--- config.mk ---
export PLATFORM = sky130hd
export DESIGN_NAME = video_pack
export DESIGN_NICKNAME = d
export VERILOG_FILES = /design/src/rtl/ga_pkg.sv /design/src/rtl/video_pack_scatter.sv /design/src/rtl/video_pack.sv
export SDC_FILE = /design/constraint.sdc
export NUM_CORES = 1
export LEC_CHECK = 0
export ABC_AREA = 1
export BUFFER_PORTS_ARGS = -buffer_cell sky130_fd_sc_hd__buf_2
export CORE_UTILIZATION = 65
export DETAILED_ROUTE_END_ITERATION = 10
export HOLD_SLACK_MARGIN = 0.08
export PLACE_DENSITY_LB_ADDON = 0.08
export SLEW_MARGIN = 20
export SYNTH_ARGS = -nofsm -noshare
export SYNTH_HDL_FRONTEND = slang
export SYNTH_HIERARCHICAL = 1
export SYNTH_SLANG_ARGS = --single-unit
--- constraint.sdc ---
create_clock -name CLK_n -period 7.15 [get_ports CLK_n]
set_input_delay 1.0725 -clock CLK_n [delete_from_list [all_inputs] [get_ports CLK_n]]
set_output_delay 1.0725 -clock CLK_n [all_outputs]
set_load 0.05 [all_outputs]
--- src/rtl/ga_pkg.sv ---
// Shared gate-array constants: screen modes, pixels per byte, pen masks.
package ga_pkg;

  localparam logic [1:0] MODE_0 = 2'd0;
  localparam logic [1:0] MODE_1 = 2'd1;
  localparam logic [1:0] MODE_2 = 2'd2;
  localparam logic [1:0] MODE_3 = 2'd3;

  // Pen bits that survive in each mode; the rest are forced to 0.
  localparam logic [3:0] PEN_MASK_M0 = 4'hF;
  localparam logic [3:0] PEN_MASK_M1 = 4'h3;
  localparam logic [3:0] PEN_MASK_M2 = 4'h1;
  localparam logic [3:0] PEN_MASK_M3 = 4'h3;

  function automatic logic [3:0] pix_per_byte(input logic [1:0] mode);
    logic [3:0] n;
    case (mode)
      MODE_0:  n = 4'd2;
      MODE_1:  n = 4'd4;
      MODE_2:  n = 4'd8;
      default: n = 4'd2;
    endcase
    return n;
  endfunction

  function automatic logic [2:0] last_slot(input logic [1:0] mode);
    logic [3:0] n;
    n = pix_per_byte(mode) - 4'd1;
    return n[2:0];
  endfunction

  function automatic logic [3:0] pen_mask(input logic [1:0] mode);
    logic [3:0] m;
    case (mode)
      MODE_0:  m = PEN_MASK_M0;
      MODE_1:  m = PEN_MASK_M1;
      MODE_2:  m = PEN_MASK_M2;
      default: m = PEN_MASK_M3;
    endcase
    return m;
  endfunction

endpackage

--- src/rtl/video_pack_scatter.sv ---
// Places one pen's bits at the byte positions the gate array reads them from
// for a given slot. Slots beyond the mode's last slot produce an empty mask.
module video_pack_scatter
  import ga_pkg::*;
(
  input  logic [3:0] pen,
  input  logic [2:0] slot,
  input  logic [1:0] mode,
  output logic [7:0] mask
);

  logic [3:0] p;
  logic [7:0] base;

  // Build the slot-0 pattern for the mode, then shift right by the slot.
  always_comb begin
    p    = pen & pen_mask(mode);
    base = 8'h00;
    case (mode)
      MODE_2:  base = {p[0], 7'b0};
      MODE_1:  base = {p[0], 3'b0, p[1], 3'b0};
      default: base = {p[0], 1'b0, p[2], 1'b0, p[1], 1'b0, p[3], 1'b0};
    endcase
    mask = (slot <= last_slot(mode)) ? (base >> slot) : 8'h00;
  end

endmodule

--- src/rtl/video_pack.sv ---
// Packs a stream of pen indices into CPC screen bytes for modes 0..3.
//
// Handshake: an item moves across an interface on a rising CLK_n edge where
// its VALID and READY are both 1. VALID, once raised, holds its data stable
// until taken. PIX_READY comes from registered state only; it never depends
// combinationally on BYTE_READY.
module video_pack
  import ga_pkg::*;
#(
  parameter logic [3:0] PAD_PEN = 4'd0
) (
  input  logic       CLK_n,
  input  logic       RESET_n,
  input  logic [1:0] MODE,
  input  logic [3:0] PIX,
  input  logic       PIX_VALID,
  output logic       PIX_READY,
  input  logic       FLUSH,
  output logic [7:0] BYTE,
  output logic       BYTE_VALID,
  input  logic       BYTE_READY
);

  logic [7:0] asm_q;
  logic [2:0] slot_q;
  logic [1:0] lmode_q;
  logic [7:0] byte_q;
  logic       byte_valid_q;
  logic       flush_pend_q;

  logic [1:0] eff_mode;
  logic [7:0] pix_bits;
  logic [7:0] asm_acc;
  logic       accept;
  logic       complete_nat;
  logic       flush_set;
  logic       flush_emit;
  logic [7:0] pad_mask [8];
  logic [7:0] pad_fill;

  // A full output register only blocks the final slot; pending flush blocks all.
  always_comb begin
    PIX_READY = ((slot_q != last_slot(lmode_q)) | ~byte_valid_q) & ~flush_pend_q;
  end

  video_pack_scatter u_pix (
    .pen  (PIX),
    .slot (slot_q),
    .mode (eff_mode),
    .mask (pix_bits)
  );

  // One scatter per slot position for the padding pen, in the latched mode.
  for (genvar g = 0; g < 8; g++) begin : g_pad
    video_pack_scatter u_pad (
      .pen  (PAD_PEN),
      .slot (3'(g)),
      .mode (lmode_q),
      .mask (pad_mask[g])
    );
  end

  // Accept, completion and flush decisions for this cycle.
  always_comb begin
    eff_mode     = (slot_q == 3'd0) ? MODE : lmode_q;
    accept       = PIX_VALID & PIX_READY;
    asm_acc      = asm_q | pix_bits;
    complete_nat = accept & (slot_q == last_slot(eff_mode));
    flush_set    = FLUSH & ((slot_q != 3'd0) | accept) & ~complete_nat;
    flush_emit   = flush_pend_q & ~byte_valid_q;
    pad_fill     = 8'h00;
    for (int s = 0; s < 8; s++) begin
      if (3'(s) >= slot_q) pad_fill = pad_fill | pad_mask[s];
    end
  end

  // Assembly register, slot counter and mode latch.
  always_ff @(posedge CLK_n or negedge RESET_n) begin
    if (!RESET_n) begin
      asm_q   <= 8'h00;
      slot_q  <= 3'd0;
      lmode_q <= MODE_0;
    end else if (accept) begin
      if (slot_q == 3'd0) lmode_q <= MODE;
      if (complete_nat) begin
        asm_q  <= 8'h00;
        slot_q <= 3'd0;
      end else begin
        asm_q  <= asm_acc;
        slot_q <= slot_q + 3'd1;
      end
    end else if (flush_emit) begin
      asm_q  <= 8'h00;
      slot_q <= 3'd0;
    end
  end

  // Flush request held until the output register is free to take the byte.
  always_ff @(posedge CLK_n or negedge RESET_n) begin
    if (!RESET_n) begin
      flush_pend_q <= 1'b0;
    end else if (flush_emit) begin
      flush_pend_q <= 1'b0;
    end else if (flush_set) begin
      flush_pend_q <= 1'b1;
    end
  end

  // Output register: load on completion or flush, clear on consumption.
  always_ff @(posedge CLK_n or negedge RESET_n) begin
    if (!RESET_n) begin
      byte_q       <= 8'h00;
      byte_valid_q <= 1'b0;
    end else if (complete_nat) begin
      byte_q       <= asm_acc;
      byte_valid_q <= 1'b1;
    end else if (flush_emit) begin
      byte_q       <= asm_q | pad_fill;
      byte_valid_q <= 1'b1;
    end else if (byte_valid_q && BYTE_READY) begin
      byte_valid_q <= 1'b0;
    end
  end

  assign BYTE       = byte_q;
  assign BYTE_VALID = byte_valid_q;

endmodule

==> summary.txt <==
Power and ir drop
  – Maximum VDD drop: 0.000271 V
  – PD cells: around 320 nW/um2
  – Leakage power: 3.24 nW

Synthesis
  – Cell taking the most area after synthesis: nand2_1
  – Largest cells by area after synthesis: nand2_1 (22%), dfrtp_1 (12%), ha_1 (11%), inv_1 (10%), nand3_1 (7.6%)
  – #FFs+latches synth: 23
  – Post-synthesis sequential area ratio: around 12%
  – Post-synth top area share: 22.3%
  – Fraction of registers with async set/reset: 100%
  – Yosys Warn Count: 6
  – Unique masters post-synth: 34
  – Syn Inst Count: 844
  – Mapped Area: 4610 um2
  – Syn avg cell area: about 5.5 um2
  – Post-synth EDFFs: 0
  – Prevailing post-synth register cell: dfrtp_1

Critical path
  – Critical path cell sequence: inv_1 -> ha_1 -> inv_1 -> nand2_1 -> nand3_1 -> nor2_1 -> nor2_2 -> buf_2
  – Crit path DAT: 2.54 ns
  – Worst Setup Start Kind: register
  – R2r setup slk: 3.58 ns
  – CP Class: register to output port
  – Crit path launch: lmode_q[0]
  – Reg-to-reg startpoint: slot_q[2]
  – Most common cell on crit path: inv_1
  – Slowest cell delay on critical path: 0.88 ns
  – Critical path's slowest cell: dfrtp_1
  – Worst Path Required: 6.08 ns
  – Crit Path Max Fanout: 18
  – Endpoint type of the worst setup path: output port

Floorplanning
  – Chip Width: approximately 86 um
  – Die height: between 80 and 90 um
  – Starting Density: 67.5%
  – Die Area: 7440 um2
  – Core Area: 6830 um2
  – Top Ports: 21
  – Site Rows: 30

Timing
  – Slew @ Worst Pin: 0.850 ns
  – Slew margin rel.: ~43%
  – Min Tclk post-route: 3.61 ns
  – Hold slack: 0.508 ns
  – Final Hold Viols: 0
  – RSZ-0062 raised after global routing: no
  – FMAX: 277 MHz
  – Final setup viols: 0
  – Setup Skew: 0.00130 ns
  – Setup TNS: 0 ns
  – Max Slew Vio Count: 0
  – Tcrit/Tclk final: 50.5%

GRT
  – Largest net degree at the start of global routing: 24
  – Initial antenna violation count: 0
  – Vias in the first global route: around 4500
  – Global-route wire length before repair: 18.6 mm
  – Total track usage: 30.5%
  – Grt total ovfl: 0

Drt
  – Drt pass-1 iters: 5
  – Mean routed wirelength per cell: 9.81 um
  – Drc violations: 0
  – Vias: 5159
  – Via-per-instance ratio: 4.61
  – Routed Antenna Nets: 0
  – Drt total wl: 11.0 mm
  – First DRT Iteration DRCs: 354

CTS
  – Cts hold-fix bufs: 0
  – Clk slew on worst S/H paths: 0.09 ns
  – CTS Root Cell: clkbuf_8
  – TritonCTS buffer count: 3
  – CTS tree: yes
  – Number of setup buffers added after CTS: 0
  – Clock Path Buffers: 2
  – Clock latency on the worst-skew pair: 0.27 ns
  – Number of H-tree levels: 1
  – Cts repair resizes: 0
  – Clk sinks: 23

Status
  – Status: finished, final reports clean

Placement
  – IO Port Bufs: 20
  – RD Place Congestion: 0.971
  – Post-DP HPWL: 9.11 mm
  – Placed Cells incl. Taps: around 1100

Finish
  – Fillers: 606
  – Layout Nets: 1075
  – Syn-to-layout area delta: 18.0%
  – Most frequent cells in the layout: nand2_1 (274), conb_1 (160), inv_1 (126)
  – Non-filler cells, final: 1118
  – Share of cells above drive strength 1: 9.78%
  – N_diodes: 0
  – Leading cell type in the layout, fill and taps excluded: nand2_1

Run
  – Max cap viols: 0

Min path
  – Hold_sp: BYTE[3]
  – Hold Crit Class: register to register
[final cells by class]
type	count	area, um2	share of cell area [%]
clock buffers	3	41.3	0.759
clock inverters	1	5.00	0.0920
inverters	158	596	10.9
multi-input cells	817	4010	73.6
flip-flops and latches	23	576	10.6
well taps	96	120	2.21
repair buffers	20	100	1.84
[state kept, by name, indices dropped and copies added (netlist names)]
| signal | cells |
|---|---|
| slot_q | 3 |
| BYTE_VALID | 1 |
| flush_pend_q | 1 |
| lmode_q | 2 |
| BYTE | 8 |
| asm_q | 8 |
[Yosys cell counts, types with 15 or more instances]
library cell    n
nand4_1        16
nand3_1        70
nand2_2        22
nand2_1       274
inv_1         126
a21oi_1        60
inv_2          22
dfrtp_1        23
ha_1           41
nor2_1         83
and2_1         19
o21ai_0        15
[critical path: cells and delay by family (launching register included)]
family | cells | cell delay (ns)
and+or+nand+nor | 4 | 0.49
buffers and inverters | 3 | 0.55
adders and majority gates | 1 | 0.35
DFF | 1 | 0.88
[cell families (layout without fill, tap and decap cells)]
family	count (synthesis)	count (layout)	synth area share (%)
flip-flops	23	23	12.5
XOR/XNOR	1	1	0.190
adder cells (fa/ha/maj)	41	41	11.1
AO/OA/AOI/OAI	81	81	8.95
buffers and inverters	162	182	13.6
AND/OR/NAND/NOR	534	534	53.5
other	2	160	0.163
[metrics by stage]
step / util, % / power, W / worst slack, ns / area, um2
after CTS: 79.7 / 0.00168 / 3.59 / 5440
after global placement: 79.0 / 0.00156 / 3.79 / 5400
final: 79.7 / 0.00174 / 3.54 / 5440
after detailed placement: 79.0 / 0.00159 / 3.66 / 5400
after floorplan: - / 0.00136 / 4.16 / 5210
after global routing: 79.7 / 0.00193 / 3.29 / 5440
[per-layer routing]
metal / up-vias / wire, um / track usage [%]
met3: 30 / 614 / 3.52
met1: 2170 / 4950 / 39.7
met4: 0 / 271 / 9.09
met5: - / 0 / 0
met2: 151 / 5140 / 53.1
li1: 2808 / - / -
[power by group]
group	switching, W	total (W)	internal, W
combinational	0.000931	0.00137	0.000444
sequential	0.0000993	0.000283	0.000184
clock	0.0000476	0.0000867	0.0000391
[worst paths after layout]
path | endpoint | cells after the start
max in group asynchronous | lmode_q[1] | 1
min in group asynchronous | BYTE[6] | 1
worst max register to register | BYTE[0] | 20
worst min-delay path | BYTE[3] | 2
worst min register to register | BYTE[3] | 2
worst max-delay path | PIX_READY | 8
Note: power is estimated with default switching activity, not from simulation.
